`config.mk`:
```
export PLATFORM = sky130hd
export DESIGN_NAME = gecko_reg_scoreboard_flat
export DESIGN_NICKNAME = d
export VERILOG_FILES = /design/src/rtl/gecko_reg_scoreboard_pkg.sv /design/src/rtl/gecko_reg_scoreboard_if.sv /design/src/rtl/gecko_reg_counter.sv /design/src/rtl/gecko_reg_scoreboard.sv /design/src/flat_wrapper.sv
export SDC_FILE = /design/constraint.sdc
export NUM_CORES = 1
export LEC_CHECK = 0
export CORE_UTILIZATION = 38
export CTS_CLUSTER_DIAMETER = 30
export DETAILED_ROUTE_END_ITERATION = 16
export GPL_TIMING_DRIVEN = 0
export PLACE_DENSITY = 0.69
export SETUP_SLACK_MARGIN = 0.4
export SYNTH_ARGS = -nofsm -noshare
export SYNTH_HDL_FRONTEND = slang
export SYNTH_SLANG_ARGS = --single-unit
```
`constraint.sdc`:
```
create_clock -name clk -period 13.8 [get_ports clk]
set_input_delay 2.07 -clock clk [delete_from_list [all_inputs] [get_ports clk]]
set_output_delay 2.07 -clock clk [all_outputs]
set_load 0.05 [all_outputs]
```
`src/rtl/gecko_reg_scoreboard_pkg.sv`:
```
// Shared types for the register scoreboard: per-register status, FSM state and geometry.
package gecko_reg_scoreboard_pkg;

    localparam int unsigned NumRegs   = 32;
    localparam int unsigned AddrWidth = 5;
    localparam int unsigned DataWidth = 32;

    typedef enum logic [1:0] {
        RegValid   = 2'd0,
        RegPartial = 2'd1,
        RegFull    = 2'd2
    } gecko_reg_status_t;

    typedef enum logic [0:0] {
        StInit = 1'b0,
        StRun  = 1'b1
    } gecko_scoreboard_state_t;

    function automatic gecko_reg_status_t count_to_status(input logic is_zero, input logic is_max);
        if (is_zero) begin
            return RegValid;
        end else if (is_max) begin
            return RegFull;
        end
        return RegPartial;
    endfunction

endpackage

```
`src/rtl/gecko_reg_scoreboard_if.sv`:
```
// Decode/writeback handshake and register-file write port of the scoreboard.
interface gecko_reg_scoreboard_if;

    logic        reserve_valid;
    logic [4:0]  reserve_addr;
    logic        reserve_ready;

    logic        release_valid;
    logic [4:0]  release_addr;
    logic [31:0] release_value;

    logic        rf_write_enable;
    logic [4:0]  rf_write_addr;
    logic [31:0] rf_write_value;

    modport master (
        output reserve_valid,
        output reserve_addr,
        input  reserve_ready,
        output release_valid,
        output release_addr,
        output release_value,
        input  rf_write_enable,
        input  rf_write_addr,
        input  rf_write_value
    );

    modport slave (
        input  reserve_valid,
        input  reserve_addr,
        output reserve_ready,
        input  release_valid,
        input  release_addr,
        input  release_value,
        output rf_write_enable,
        output rf_write_addr,
        output rf_write_value
    );

endinterface

```
`src/rtl/gecko_reg_counter.sv`:
```
// Saturating up/down outstanding-write counter for one register, with flush and
// a registered status derived from the next count.
module gecko_reg_counter
    import gecko_reg_scoreboard_pkg::*;
#(
    parameter int unsigned Width = 2
) (
    input  logic              clk,
    input  logic              rst,
    input  logic              inc_i,
    input  logic              dec_i,
    input  logic              flush_i,
    output logic [Width-1:0]  count_o,
    output gecko_reg_status_t status_o,
    output logic              underflow_o
);

    localparam logic [Width-1:0] CMax = {Width{1'b1}};

    logic [Width-1:0]  count_q, count_d;
    gecko_reg_status_t status_q, status_d;

    always_comb begin
        count_d = count_q;
        if (flush_i) begin
            count_d = '0;
        end else if (inc_i && !dec_i && (count_q != CMax)) begin
            count_d = count_q + Width'(1);
        end else if (dec_i && !inc_i && (count_q != '0)) begin
            count_d = count_q - Width'(1);
        end
        // Status follows the next count so it lags the event by exactly one cycle.
        status_d = count_to_status(count_d == '0, count_d == CMax);
    end

    assign underflow_o = dec_i && (count_q == '0);
    assign count_o     = count_q;
    assign status_o    = status_q;

    always_ff @(posedge clk or posedge rst) begin
        if (rst) begin
            count_q  <= '0;
            status_q <= RegValid;
        end else begin
            count_q  <= count_d;
            status_q <= status_d;
        end
    end

endmodule

```
`src/rtl/gecko_reg_scoreboard.sv`:
```
// Register scoreboard: sweeps the register file with INIT_VALUE, then tracks outstanding
// writes per register. Optional GECKO_SCOREBOARD_BYPASS_EN lets a same-cycle release free a full slot.
module gecko_reg_scoreboard
    import gecko_reg_scoreboard_pkg::*;
#(
    parameter int unsigned COUNTER_WIDTH = 2,
    parameter logic [31:0] INIT_VALUE    = 32'h0
) (
    input  logic                              clk,
    input  logic                              rst,
    gecko_reg_scoreboard_if.slave             bus,
    input  logic                              flush,
    output gecko_reg_status_t [NumRegs-1:0]   reg_status,
    output logic                              init_done,
    output logic                              underflow_error
);

    localparam logic [COUNTER_WIDTH-1:0] CMax = {COUNTER_WIDTH{1'b1}};

    gecko_scoreboard_state_t state_q, state_d;
    logic [AddrWidth-1:0]    sweep_addr_q, sweep_addr_d;
    logic                    init_done_q, init_done_d;
    logic                    underflow_q, underflow_d;

    logic [COUNTER_WIDTH-1:0] count [NumRegs];
    gecko_reg_status_t        status_w [NumRegs];
    logic [NumRegs-1:0]       uf;

    logic                     run;
    logic                     ready_raw;
    logic                     reserve_ok;
    logic [COUNTER_WIDTH-1:0] res_count;

    assign run       = (state_q == StRun) && !rst;
    assign res_count = count[bus.reserve_addr];

    always_comb begin
        ready_raw = (res_count != CMax);
`ifdef GECKO_SCOREBOARD_BYPASS_EN
        // A release to the same register nets the count out, so a full slot may still accept.
        if (bus.release_valid && (bus.release_addr == bus.reserve_addr)) begin
            ready_raw = 1'b1;
        end
`endif
    end

    assign bus.reserve_ready = run && ready_raw;
    assign reserve_ok        = bus.reserve_valid && bus.reserve_ready;

    always_comb begin
        bus.rf_write_enable = 1'b0;
        bus.rf_write_addr   = '0;
        bus.rf_write_value  = '0;
        if (!rst) begin
            if (state_q == StInit) begin
                bus.rf_write_enable = 1'b1;
                bus.rf_write_addr   = sweep_addr_q;
                bus.rf_write_value  = INIT_VALUE;
            end else begin
                bus.rf_write_enable = bus.release_valid && (bus.release_addr != '0);
                bus.rf_write_addr   = bus.release_addr;
                bus.rf_write_value  = bus.release_value;
            end
        end
    end

    for (genvar i = 0; i < NumRegs; i++) begin : g_reg
        if (i == 0) begin : g_zero
            assign count[i]    = '0;
            assign status_w[i] = RegValid;
            assign uf[i]       = 1'b0;
        end else begin : g_cnt
            logic inc;
            logic dec;
            assign inc = reserve_ok && (bus.reserve_addr == AddrWidth'(i));
            assign dec = run && bus.release_valid && (bus.release_addr == AddrWidth'(i));

            gecko_reg_counter #(
                .Width(COUNTER_WIDTH)
            ) u_counter (
                .clk        (clk),
                .rst        (rst),
                .inc_i      (inc),
                .dec_i      (dec),
                .flush_i    (run && flush),
                .count_o    (count[i]),
                .status_o   (status_w[i]),
                .underflow_o(uf[i])
            );
        end
    end

    always_comb begin
        for (int i = 0; i < NumRegs; i++) begin
            reg_status[i] = status_w[i];
        end
    end

    always_comb begin
        state_d      = state_q;
        sweep_addr_d = sweep_addr_q;
        init_done_d  = init_done_q;
        underflow_d  = underflow_q | (|uf);
        if (state_q == StInit) begin
            sweep_addr_d = sweep_addr_q + AddrWidth'(1);
            if (sweep_addr_q == AddrWidth'(NumRegs - 1)) begin
                state_d     = StRun;
                init_done_d = 1'b1;
            end
            // Writeback before the register file is initialised cannot be honoured.
            if (bus.release_valid) begin
                underflow_d = 1'b1;
            end
        end
    end

    always_ff @(posedge clk or posedge rst) begin
        if (rst) begin
            state_q      <= StInit;
            sweep_addr_q <= '0;
            init_done_q  <= 1'b0;
            underflow_q  <= 1'b0;
        end else begin
            state_q      <= state_d;
            sweep_addr_q <= sweep_addr_d;
            init_done_q  <= init_done_d;
            underflow_q  <= underflow_d;
        end
    end

    assign init_done       = init_done_q;
    assign underflow_error = underflow_q;

endmodule

```
`src/flat_wrapper.sv`:
```
// flat-port wrapper written by rule: the top's interface ports become plain ports
module gecko_reg_scoreboard_flat import gecko_reg_scoreboard_pkg::*;
#(
    parameter int unsigned COUNTER_WIDTH = 2,
    parameter logic [31:0] INIT_VALUE    = 32'h0
)
  (clk, rst, flush, reg_status, init_done, underflow_error, bus_reserve_valid, bus_reserve_addr, bus_reserve_ready, bus_release_valid, bus_release_addr, bus_release_value, bus_rf_write_enable, bus_rf_write_addr, bus_rf_write_value);
  gecko_reg_scoreboard_if bus_i ();
  input  logic clk;
  input  logic rst;
  input  logic flush;
  output gecko_reg_status_t [NumRegs-1:0] reg_status;
  output logic init_done;
  output logic underflow_error;
  input wire logic [$bits(bus_i.reserve_valid)-1:0] bus_reserve_valid;
  input wire logic [$bits(bus_i.reserve_addr)-1:0] bus_reserve_addr;
  output wire logic [$bits(bus_i.reserve_ready)-1:0] bus_reserve_ready;
  input wire logic [$bits(bus_i.release_valid)-1:0] bus_release_valid;
  input wire logic [$bits(bus_i.release_addr)-1:0] bus_release_addr;
  input wire logic [$bits(bus_i.release_value)-1:0] bus_release_value;
  output wire logic [$bits(bus_i.rf_write_enable)-1:0] bus_rf_write_enable;
  output wire logic [$bits(bus_i.rf_write_addr)-1:0] bus_rf_write_addr;
  output wire logic [$bits(bus_i.rf_write_value)-1:0] bus_rf_write_value;
  assign bus_i.reserve_valid = bus_reserve_valid;
  assign bus_i.reserve_addr = bus_reserve_addr;
  assign bus_reserve_ready = bus_i.reserve_ready;
  assign bus_i.release_valid = bus_release_valid;
  assign bus_i.release_addr = bus_release_addr;
  assign bus_i.release_value = bus_release_value;
  assign bus_rf_write_enable = bus_i.rf_write_enable;
  assign bus_rf_write_addr = bus_i.rf_write_addr;
  assign bus_rf_write_value = bus_i.rf_write_value;
  gecko_reg_scoreboard #(.COUNTER_WIDTH(COUNTER_WIDTH), .INIT_VALUE(INIT_VALUE)) u_core (.clk(clk), .rst(rst), .bus(bus_i), .flush(flush), .reg_status(reg_status), .init_done(init_done), .underflow_error(underflow_error));
endmodule
```
==> results of run 1 <==
==> cells by family (layout without fill, tap and decap cells) <==
kind of cell / count (synthesis) / in the layout
other cells: 1 / 2
mux: 47 / 47
xor+xnor: 16 / 16
compound gates: 193 / 193
fa+ha+maj: 95 / 95
flops: 132 / 132
buf+inv: 115 / 293
simple gates: 351 / 351
==> state kept, by name, summed over array words and instances (netlist names) <==
signal,count
u_core.sweep_addr_q,5
u_core.state_q,1
u_core.init_done,1
u_core.g.g_cnt.u_counter.status_o,62
u_core.g.g_cnt.u_counter.count_o,62
u_core.underflow_error,1
==> area by class of cell <==
| type | count | share of cell area [%] |
|---|---|---|
| Multi-Input combinational cell | 704 | 45.16 |
| Sequential cell | 132 | 29.06 |
| Timing Repair Buffer | 146 | 13.01 |
| Clock buffer | 17 | 3.743 |
| Tap cell | 313 | 3.446 |
| Inverter | 72 | 2.422 |
| Buffer | 43 | 1.706 |
| Clock inverter | 15 | 1.453 |
==> final timing paths <==
check / end / slack (ns) / cells past startpoint
setup reg to reg: u_core.g_reg[21].g_cnt.u_counter.status_o[0] / 9.49 / 8
min in group asynchronous: u_core.sweep_addr_q[3] / 1.88 / 2
hold / removal: u_core.init_done / 0.45 / 1
hold reg to reg: u_core.init_done / 0.45 / 1
setup / recovery: bus_reserve_ready / 5.93 / 9
max in group asynchronous: u_core.g_reg[28].g_cnt.u_counter.count_o[1] / 11.13 / 3
==> power groups by stage <==
stage / sequential, mW / combinational [mW] / clock (mW)
final: 0.462 / 0.376 / 0.465
after global placement: 0.467 / 0.366 / 0
after CTS: 0.461 / 0.374 / 0.475
after global routing: 0.466 / 0.404 / 0.488
after floorplan: 0.528 / 0.179 / 0
after detailed placement: 0.467 / 0.372 / 0
==> placed cells by master (no fill, tap or decap), types with 8 or more instances in the layout <==
master | Yosys | routed
nor2_1 | 82 | 82
mux2_2 | 8 | 8
mux4_2 | 13 | 13
xnor2_1 | 16 | 16
clkbuf_1 | 26 | 26
and2_1 | 42 | 42
nand3_1 | 44 | 44
nand2_1 | 59 | 59
dfrtp_1 | 132 | 132
inv_1 | 72 | 71
a311oi_1 | 17 | 17
clkdlybuf4s50_1 | 0 | 145
ha_1 | 95 | 95
or3_1 | 11 | 11
a21o_1 | 10 | 10
nor2b_1 | 14 | 14
a211oi_1 | 11 | 11
o21ai_0 | 26 | 26
o211ai_1 | 11 | 11
clkbuf_16 | 0 | 17
nor3_1 | 43 | 43
buf_2 | 11 | 11
a21oi_1 | 37 | 37
and3_1 | 8 | 8
mux2i_1 | 26 | 26
nand4_1 | 9 | 9
a31oi_1 | 15 | 15
nand2b_1 | 12 | 12
==> routing by layer <==
layer  track usage, %  vias to the layer above  routed length [µm]
met5                0                        -                   0
li1                 -                     3780                   -
met1            32.88                     3994               12510
met2            39.62                      452               13230
met3            4.986                       73                2518
met4            11.83                        0                1128
==> Yosys cell counts (4+ instances only) <==
library cell / instances
a211oi_1: 11
a21o_1: 10
a21oi_1: 37
a221oi_1: 6
a22oi_1: 7
a311o_1: 5
a311oi_1: 17
a31oi_1: 15
and2_1: 42
and3_1: 8
and4_1: 4
buf_2: 11
clkbuf_1: 26
dfrtp_1: 132
ha_1: 95
inv_1: 72
mux2_2: 8
mux2i_1: 26
mux4_2: 13
nand2_1: 59
nand2b_1: 12
nand3_1: 44
nand4_1: 9
nor2_1: 82
nor2b_1: 14
nor3_1: 43
nor3b_1: 4
nor4_1: 7
o211ai_1: 11
o21a_1: 5
o21ai_0: 26
o31ai_1: 4
or3_1: 11
xnor2_1: 16
==> metrics by stage <==
stage	utilization, %	instance area, µm²	power (mW)	hold WS (ns)
2_1_floorplan	-	8900	0.7069	0.4580
3_3_place_gp	47.16	10740	0.8325	0.4478
3_5_place_dp	47.31	10780	0.8386	0.4459
4_1_cts	49.90	11370	1.309	0.4591
5_1_grt	49.90	11370	1.357	0.4861
6_report	49.90	11370	1.303	0.4531
==> out/qor.json, run 1 <==
{
  "area_grow_syn2layout": {"value": 27.76, "unit": "%"},
  "iter_0_drt_violations": {"value": 816},
  "core_area": {"value": 22780, "unit": "µm²"},
  "detail-route-antenna-nets": {"value": 0},
  "drive_gt1_share": {"value": 7.086, "unit": "%"},
  "detailed_place_hpwl": {"value": 21.87, "unit": "mm"},
  "synth.lib_cells_used.distinct": {"value": 67},
  "reg_to_reg_startpoint": {"value": "u_core.state_q"},
  "synth-warning-count": {"value": 0},
  "swShare": {"value": 35.01, "unit": "%"},
  "layout.nets": {"value": 1258},
  "final-seq-area": {"value": 3303, "unit": "µm²"},
  "cts_buffers": {"value": 17},
  "drt-vias-per-instance": {"value": 5.755},
  "crit_type": {"value": "primary input to output port"},
  "worst_path_max_delay_cell": {"value": "clkdlybuf4s50_1"},
  "maxClockFrequency": {"value": 0.1270, "unit": "GHz"},
  "hold_class": {"value": "register to register"},
  "grt_usage": {"value": 25.04, "unit": "%"},
  "p_sw": {"value": 0.4561, "unit": "mW"},
  "hold_buffers": {"value": 0},
  "power-per-cell-area": {"value": 114.6, "unit": "nW/µm²"},
  "worst_vdd_drop": {"value": 0.07681, "unit": "mV"},
  "grt_setup_unrepaired": {"value": "no"},
  "synthesis.instances": {"value": 950},
  "synth-seq-cells": {"value": 132},
  "finClkSkew": {"value": 0.01590, "unit": "ns"},
  "dpl.cell_count": {"value": 1410},
  "synth_edf_count": {"value": 0},
  "cpLargestDelayFamily": {"value": "buffers and inverters"},
  "clk_transition_reported_paths": {"value": 0.06, "unit": "ns"},
  "firstDrtPassIters": {"value": 7},
  "cellInternalPower": {"value": 0.8467, "unit": "mW"},
  "worst-endpoint-required": {"value": 11.73, "unit": "ns"},
  "synthXorXnorAreaFrac": {"value": 1.575, "unit": "%"},
  "finalCriticalPeriod": {"value": 7.872, "unit": "ns"},
  "first_pass_grt_wire_length": {"value": 45.21, "unit": "mm"},
  "post-route-worst-setup-slack": {"value": 5.928, "unit": "ns"},
  "setup_total_negative_slack": {"value": 0, "unit": "ns"},
  "synth_area_leaders": {"value": "dfrtp_1 37%, ha_1 13%, nor2_1 3.5%"},
  "worst_setup_path_start_kind": {"value": "primary input"},
  "timing_hold_violations_final": {"value": 0},
  "status": {"value": "finished, final reports clean"},
  "cts_setup_buffers": {"value": 0},
  "power_leakage": {"value": 4.882, "unit": "nW"},
  "launch_point_of_the_critical_path": {"value": "bus_reserve_addr[0]"},
  "report.final.setup_viol": {"value": 0},
  "cts-htree-levels": {"value": 4},
  "combinational_family_with_the_most_area_after_synthesis": {"value": "simple AND/OR/NAND/NOR gates"},
  "nFillCells": {"value": 2138},
  "crit_buf_inv": {"value": 5},
  "grt_pass1_vias": {"value": 8061},
  "n_antenna_cell": {"value": 0},
  "die_x": {"value": 155.0, "unit": "µm"},
  "timing.max_cap.violations": {"value": 0},
  "worst-path-max-fanout": {"value": 10},
  "crit_path_cell_trace": {"value": "clkdlybuf4s50_1 -> buf_6 -> mux4_2 -> mux4_2 -> and2_1 -> buf_2 -> buf_2 -> nor3_1 -> clkdlybuf4s50_1"},
  "synthesis.area_per_instance": {"value": 9.364, "unit": "µm²"},
  "worst_hold_startpoint": {"value": "u_core.init_done"},
  "placement_rows": {"value": 55},
  "grt_max_degree": {"value": 77},
  "post_synth_and_or_nand_nor_area_fraction": {"value": 20.00, "unit": "%"},
  "placement_setup_slack": {"value": 5.926, "unit": "ns"},
  "clock_insertion_delay_worst_skew": {"value": 0.44, "unit": "ns"},
  "antenna_found_initial": {"value": 0},
  "grt_remaining_overflow": {"value": 0},
  "worst-endpoint-arrival": {"value": 5.80, "unit": "ns"},
  "synth-async-reset-ratio": {"value": 100.0, "unit": "%"},
  "comb_power_share": {"value": 28.8, "unit": "%"},
  "cp-end-kind": {"value": "output port"},
  "die_area": {"value": 24030, "unit": "µm²"},
  "globalplace.congestion": {"value": 0.9571},
  "synth_seq_area_share": {"value": 37.13, "unit": "%"},
  "drc": {"value": 0},
  "fraction_of_post_synthesis_cell_area_in_the_top_cell_type_by_area": {"value": 37.13, "unit": "%"},
  "finalWirelength": {"value": 29.39, "unit": "mm"},
  "share_of_the_synthesized_area_in_compound_gates_ao_oa_aoi_oai": {"value": 15.44, "unit": "%"},
  "finalCritPeriodShare": {"value": 57.04, "unit": "%"},
  "mappedNetlistArea": {"value": 8896, "unit": "µm²"},
  "max_slew_margin": {"value": 18.42, "unit": "%"},
  "routedWlPerCell": {"value": 20.38, "unit": "µm"},
  "post_synth_fa_ha_maj_area_fraction": {"value": 13.36, "unit": "%"},
  "routed-via-count": {"value": 8299},
  "tightestPinTransition": {"value": 1.214, "unit": "ns"},
  "synth.mux.area_fraction": {"value": 7.229, "unit": "%"},
  "power_frac_clock": {"value": 35.7, "unit": "%"},
  "tritoncts_num_sinks": {"value": 132},
  "port_buffers": {"value": 145},
  "post_layout_nonfiller_instances": {"value": 1442},
  "area_of_combinational_cells_with_multiple_inputs": {"value": 5132, "unit": "µm²"},
  "clk_root_buffer_cell": {"value": "clkbuf_16"},
  "pwr-share-seq": {"value": 35.4, "unit": "%"},
  "cpPeakStageDelay": {"value": 0.87, "unit": "ns"},
  "post_cts_resized": {"value": 0},
  "initial_core_util": {"value": 39.06, "unit": "%"},
  "cts-root-to-sink-buffers": {"value": 2},
  "finalMaxSlewViolations": {"value": 0},
  "yosysTopAreaCell": {"value": "dfrtp_1"},
  "pin_count": {"value": 152},
  "die_y": {"value": 155.0, "unit": "µm"},
  "cts_tree": {"value": "built"},
  "postSynth.topFlopCell": {"value": "dfrtp_1"}
}
(Power assumes the default switching activity.)
==> run 2, diff against run 1 <==
PLACE_DENSITY = 0.72   (was 0.69)
clock period = 6.9 ns   (was 13.8 ns; I/O delays follow)
==> out/qor.json, run 2 (synthesis gave the netlist of run 1 again) <==
{
  "finClkSkew": {"value": 0.01508, "unit": "ns"},
  "grt_remaining_overflow": {"value": 0},
  "cts-root-to-sink-buffers": {"value": 2},
  "tightestPinTransition": {"value": 1.212, "unit": "ns"},
  "layout.cells.most_common_list": {"value": "145 x clkdlybuf4s50_1, 132 x dfrtp_1, 95 x ha_1"},
  "drc": {"value": 0},
  "cts_setup_buffers": {"value": 0},
  "detailed_place_hpwl": {"value": 22.27, "unit": "mm"},
  "crit_path_cell_trace": {"value": "clkdlybuf4s50_1 -> buf_6 -> mux4_2 -> mux4_2 -> and2_1 -> buf_2 -> buf_2 -> nor3_1 -> clkdlybuf4s50_1"},
  "worst-path-max-fanout": {"value": 10},
  "firstDrtPassIters": {"value": 7},
  "die_area": {"value": 24030, "unit": "µm²"},
  "globalplace.congestion": {"value": 0.9851},
  "worst_hold_slack": {"value": 0.4868, "unit": "ns"},
  "routed-via-count": {"value": 8333},
  "finalWirelength": {"value": 29.12, "unit": "mm"},
  "drt-vias-per-instance": {"value": 5.771},
  "cts-htree-levels": {"value": 4},
  "cts_buffers": {"value": 17},
  "port_buffers": {"value": 145},
  "pwr-share-seq": {"value": 35.4, "unit": "%"},
  "die_x": {"value": 155.0, "unit": "µm"},
  "power_frac_clock": {"value": 35.6, "unit": "%"},
  "finalCritPeriodShare": {"value": 82.59, "unit": "%"},
  "die_y": {"value": 155.0, "unit": "µm"},
  "finalCriticalPeriod": {"value": 5.698, "unit": "ns"},
  "clk_transition_reported_paths": {"value": 0.06, "unit": "ns"},
  "max_slew_margin": {"value": 18.12, "unit": "%"},
  "hold_buffers": {"value": 0},
  "hold_class": {"value": "register to register"},
  "cp-end-kind": {"value": "output port"},
  "detail-route-antenna-nets": {"value": 0},
  "area_grow_syn2layout": {"value": 28.23, "unit": "%"},
  "p_sw": {"value": 0.9191, "unit": "mW"},
  "report.final.setup_viol": {"value": 0},
  "core_area": {"value": 22780, "unit": "µm²"},
  "worst-r2r-cell-count": {"value": 8},
  "pin_count": {"value": 152},
  "maxClockFrequency": {"value": 0.1755, "unit": "GHz"},
  "post_cts_resized": {"value": 0},
  "grt_pass1_vias": {"value": 8369},
  "grt_max_degree": {"value": 44},
  "grt_usage": {"value": 25.11, "unit": "%"},
  "first_pass_grt_wire_length": {"value": 45.80, "unit": "mm"},
  "antenna_found_initial": {"value": 0},
  "grt_setup_unrepaired": {"value": "no"},
  "power_leakage": {"value": 4.888, "unit": "nW"},
  "cellInternalPower": {"value": 1.688, "unit": "mW"},
  "worst_setup_path_start_kind": {"value": "primary input"},
  "clk_root_buffer_cell": {"value": "clkbuf_16"},
  "comb_power_share": {"value": 29.0, "unit": "%"},
  "post-layout-total-power": {"value": 2.607, "unit": "mW"},
  "worst_hold_path_cells": {"value": 1},
  "swShare": {"value": 35.26, "unit": "%"},
  "final_common_cell": {"value": "clkdlybuf4s50_1"},
  "nFillCells": {"value": 2168},
  "tritoncts_num_sinks": {"value": 132},
  "worst-endpoint-arrival": {"value": 4.66, "unit": "ns"},
  "cpPeakStageDelay": {"value": 0.86, "unit": "ns"},
  "placement_rows": {"value": 55},
  "cts_tree": {"value": "built"},
  "drive_gt1_share": {"value": 7.250, "unit": "%"},
  "power-per-cell-area": {"value": 228.5, "unit": "nW/µm²"},
  "timing.max_cap.violations": {"value": 0},
  "finalMaxSlewViolations": {"value": 0},
  "status": {"value": "finished, final reports clean"},
  "iter_0_drt_violations": {"value": 808},
  "final-seq-area": {"value": 3303, "unit": "µm²"},
  "timing_hold_violations_final": {"value": 0},
  "n_antenna_cell": {"value": 0},
  "worst-endpoint-required": {"value": 5.86, "unit": "ns"},
  "clock_insertion_delay_worst_skew": {"value": 0.44, "unit": "ns"},
  "worst_vdd_drop": {"value": 0.1325, "unit": "mV"},
  "crit_type": {"value": "primary input to output port"},
  "area_of_combinational_cells_with_multiple_inputs": {"value": 5132, "unit": "µm²"},
  "initial_core_util": {"value": 39.06, "unit": "%"},
  "worst_path_max_delay_cell": {"value": "clkdlybuf4s50_1"},
  "layout.nets": {"value": 1260},
  "routedWlPerCell": {"value": 20.17, "unit": "µm"}
}
[run 2: cell types whose count changed in the layout (fill, tap and decap cells not counted)]
cell        change
buf_16          -1
buf_12          +3
clkinvlp_4      +2
clkinv_2        -6
inv_6           +3
clkbuf_8        +2
bufinv_16       -1
[run 2: critical path: cells and delay by family]
| family | cells | cell delay [ns] |
|---|---|---|
| and+or+nand+nor | 2 | 0.39 |
| muxes | 2 | 1.14 |
| buffers and inverters | 5 | 2.08 |
[run 2: layer usage]
metal / track usage (%) / up-vias / wire length (µm)
li1: - / 3783 / -
met1: 32.50 / 4012 / 12080
met2: 40.82 / 457 / 13390
met3: 4.318 / 81 / 2518
met4: 11.98 / 0 / 1139
met5: 0 / - / 0
[run 2: path summary, 6_finish.rpt]
path / start / end / slack, ns
max: bus_reserve_addr[0] / bus_reserve_ready / 1.20
min: u_core.init_done / u_core.init_done / 0.49
max reg2reg: u_core.state_q / u_core.g_reg[14].g_cnt.u_counter.status_o[0] / 2.79
min reg2reg: u_core.init_done / u_core.init_done / 0.49
max in group asynchronous: rst / u_core.g_reg[21].g_cnt.u_counter.count_o[0] / 5.26
min in group asynchronous: rst / u_core.sweep_addr_q[0] / 0.83
[run 2: layout make-up]
cell class / instances / area share (%)
Multi-Input combinational cell: 704 / 44.99
Sequential cell: 132 / 28.96
Timing Repair Buffer: 148 / 13.25
Clock buffer: 19 / 3.971
Tap cell: 313 / 3.433
Inverter: 72 / 2.402
Buffer: 43 / 1.700
Clock inverter: 13 / 1.294
[run 2: power groups by stage]
stage / logic, mW / registers [mW] / clock network (mW)
finish: 0.756 / 0.923 / 0.928
global route: 0.807 / 0.930 / 0.978
CTS: 0.754 / 0.921 / 0.940
detailed placement: 0.750 / 0.933 / 0
global placement: 0.732 / 0.934 / 0
floorplan: 0.358 / 1.06 / 0
[run 2: through the flow]
stage / TNS [ns] / worst slack [ns] / util [%] / area, µm² / cells
after floorplan: 0 / 1.577 / - / 8904 / 951
after global placement: -2.107 / -0.3038 / 47.18 / 10750 / 1409
after detailed placement: 0 / 1.256 / 47.44 / 10810 / 1412
after CTS: 0 / 1.230 / 50.08 / 11410 / 1444
after global routing: 0 / 1.137 / 50.08 / 11410 / 1444
final: 0 / 1.202 / 50.08 / 11410 / 1444
==> run 3, diff against run 2 <==
clock period = 4.6 ns   (was 6.9 ns; I/O delays follow)
==> out/qor.json, run 3 (synthesis gave the netlist of run 1 again) <==
{
  "worst-endpoint-arrival": {"value": 3.49, "unit": "ns"},
  "n_antenna_cell": {"value": 0},
  "setup_total_negative_slack": {"value": 0, "unit": "ns"},
  "grt_setup_unrepaired": {"value": "no"},
  "stdcell_area": {"value": 11700, "unit": "µm²"},
  "layout.cells.most_common_list": {"value": "144 x clkdlybuf4s50_1, 132 x dfrtp_1, 90 x ha_1"},
  "finalCritPeriodShare": {"value": 90.77, "unit": "%"},
  "antenna_found_initial": {"value": 0},
  "drive_gt1_share": {"value": 11.03, "unit": "%"},
  "power_frac_clock": {"value": 35.7, "unit": "%"},
  "grt_max_degree": {"value": 41},
  "cts-htree-levels": {"value": 4},
  "routed-via-count": {"value": 8322},
  "worst-path-max-fanout": {"value": 10},
  "final_common_cell": {"value": "clkdlybuf4s50_1"},
  "initial_core_util": {"value": 39.06, "unit": "%"},
  "grt_pass1_vias": {"value": 8187},
  "worst-endpoint-required": {"value": 3.91, "unit": "ns"},
  "highest_layer": {"value": "met4"},
  "cellInternalPower": {"value": 2.621, "unit": "mW"},
  "port_buffers": {"value": 145},
  "tightestPinTransition": {"value": 1.110, "unit": "ns"},
  "power_leakage": {"value": 4.971, "unit": "nW"},
  "pin_count": {"value": 152},
  "area_grow_syn2layout": {"value": 31.56, "unit": "%"},
  "timing.rr.end": {"value": "u_core.g_reg[27].g_cnt.u_counter.status_o[0]"},
  "clock_insertion_delay_worst_skew": {"value": 0.44, "unit": "ns"},
  "final_core_utilization": {"value": 51.38, "unit": "%"},
  "die_y": {"value": 155.0, "unit": "µm"},
  "detail-route-antenna-nets": {"value": 0},
  "cts_tree": {"value": "built"},
  "detailed_place_hpwl": {"value": 22.47, "unit": "mm"},
  "grt_usage": {"value": 25.11, "unit": "%"},
  "status": {"value": "finished, final reports clean"},
  "core_area": {"value": 22780, "unit": "µm²"},
  "met2WireLength": {"value": 14.19, "unit": "mm"},
  "layout.nets": {"value": 1262},
  "cts_buffers": {"value": 17},
  "routedWlPerCell": {"value": 20.37, "unit": "µm"},
  "cp-end-kind": {"value": "output port"},
  "clk_transition_reported_paths": {"value": 0.06, "unit": "ns"},
  "swShare": {"value": 34.17, "unit": "%"},
  "worst_setup_path_start_kind": {"value": "primary input"},
  "drc": {"value": 0},
  "first_pass_grt_wire_length": {"value": 45.26, "unit": "mm"},
  "maxClockFrequency": {"value": 0.2395, "unit": "GHz"},
  "max_slew_margin": {"value": 25.02, "unit": "%"},
  "clk_root_buffer_cell": {"value": "clkbuf_16"},
  "grt_remaining_overflow": {"value": 0},
  "timing.max_cap.violations": {"value": 0},
  "cts-root-to-sink-buffers": {"value": 2},
  "die_area": {"value": 24030, "unit": "µm²"},
  "worst-r2r-setup-slack": {"value": 0.74, "unit": "ns"},
  "worst-r2r-cell-count": {"value": 8},
  "power-per-cell-area": {"value": 340.2, "unit": "nW/µm²"},
  "firstDrtPassIters": {"value": 5},
  "worst_vdd_drop": {"value": 0.2091, "unit": "mV"},
  "globalplace.congestion": {"value": 0.9989},
  "finClkSkew": {"value": 0.01107, "unit": "ns"},
  "area_post_placement": {"value": 11030, "unit": "µm²"},
  "p_sw": {"value": 1.360, "unit": "mW"},
  "finalWirelength": {"value": 29.46, "unit": "mm"},
  "post-layout-total-power": {"value": 3.982, "unit": "mW"},
  "timing_hold_violations_final": {"value": 0},
  "reg_to_reg_startpoint": {"value": "u_core.state_q"},
  "report.final.setup_viol": {"value": 0},
  "die_x": {"value": 155.0, "unit": "µm"},
  "comb_power_share": {"value": 29.5, "unit": "%"},
  "wl_met3": {"value": 2.552, "unit": "mm"},
  "drt-vias-per-instance": {"value": 5.755},
  "tritoncts_num_sinks": {"value": 132},
  "finalMaxSlewViolations": {"value": 0},
  "met1_length": {"value": 11.69, "unit": "mm"},
  "crit_type": {"value": "primary input to output port"},
  "pwr-share-seq": {"value": 34.8, "unit": "%"},
  "hold_class": {"value": "primary input to asynchronous set/reset pin"},
  "placement_rows": {"value": 55},
  "iter_0_drt_violations": {"value": 783},
  "finalCriticalPeriod": {"value": 4.175, "unit": "ns"}
}
==> run 3: changes by cell type in the layout (fill, tap and decap cells not counted), moves of 5 or more <==
cell      before  now
a21oi_1       37   31
a311oi_2       0    5
ha_1          95   90
a311oi_1      17   12
ha_2           0    5
o21ai_0       26   20
o21ai_1        0    6
nor3_1        43   38
==> run 3: timing repair <==
item	in CTS	in global routing
pin swaps	1	0
gates resized for setup	11	10
endpoints found under the setup margin	3	15
buffers inserted	2	0
hold buffers	0	0
==> run 3: layout make-up <==
| class | count | area [µm²] |
|---|---|---|
| plain buffers | 43 | 245.2 |
| clock buffers | 24 | 491.7 |
| clock inverters | 8 | 122.6 |
| fillers | 2078 | 11070 |
| inverters | 72 | 274.0 |
| multi-input cells | 704 | 5348 |
| flip-flops and latches | 132 | 3303 |
| well taps | 313 | 391.6 |
| repair buffers | 150 | 1528 |
==> run 3: critical path: stages <==
cell,delay (ns)
clkdlybuf4s50_1,0.56
buf_8,0.21
mux4_2,0.55
mux4_2,0.51
and2_1,0.15
buf_2,0.17
clkbuf_4,0.24
nor3_4,0.20
buf_6,0.19
==> run 3: power by group through the flow <==
stage                     Clock, mW  Sequential [mW]  Combinational, mW
after floorplan                   0             1.58              0.559
after global placement            0             1.40               1.12
after detailed placement          0             1.40               1.15
after CTS                      1.44             1.38               1.17
after global routing           1.51             1.40               1.25
final                          1.42             1.39               1.17
==> run 3: layer usage <==
metal / vias to the layer above / track usage [%]
met4: 0 / 12.02
met2: 454 / 42.15
met5: - / 0
met3: 77 / 5.571
met1: 4016 / 30.54
li1: 3775 / -
==> run 3: worst max-delay path by stage <==
stage	from	endpoint	slack [ns]
2_1_floorplan	rst	u_core.g_reg[18].g_cnt.u_counter.status_o[0]	-0.20
3_5_place_dp	bus_reserve_addr[0]	bus_reserve_ready	-0.44
4_1_cts	bus_reserve_addr[0]	bus_reserve_ready	0.45
6_report	bus_reserve_addr[0]	bus_reserve_ready	0.42
3_3_place_gp	rst	bus_reserve_ready	-1.70
5_1_grt	bus_reserve_addr[0]	bus_reserve_ready	0.40
==> run 3: through the flow <==
stage                     hold slack [ns]  std cells  setup slack [ns]
after detailed placement           0.4918       1412           -0.4445
final                              0.3214       1446            0.4246
after floorplan                    0.4580        951           -0.2014
after global placement             0.4496       1409            -1.702
after CTS                          0.3208       1446            0.4495
after global routing               0.3411       1446            0.4028
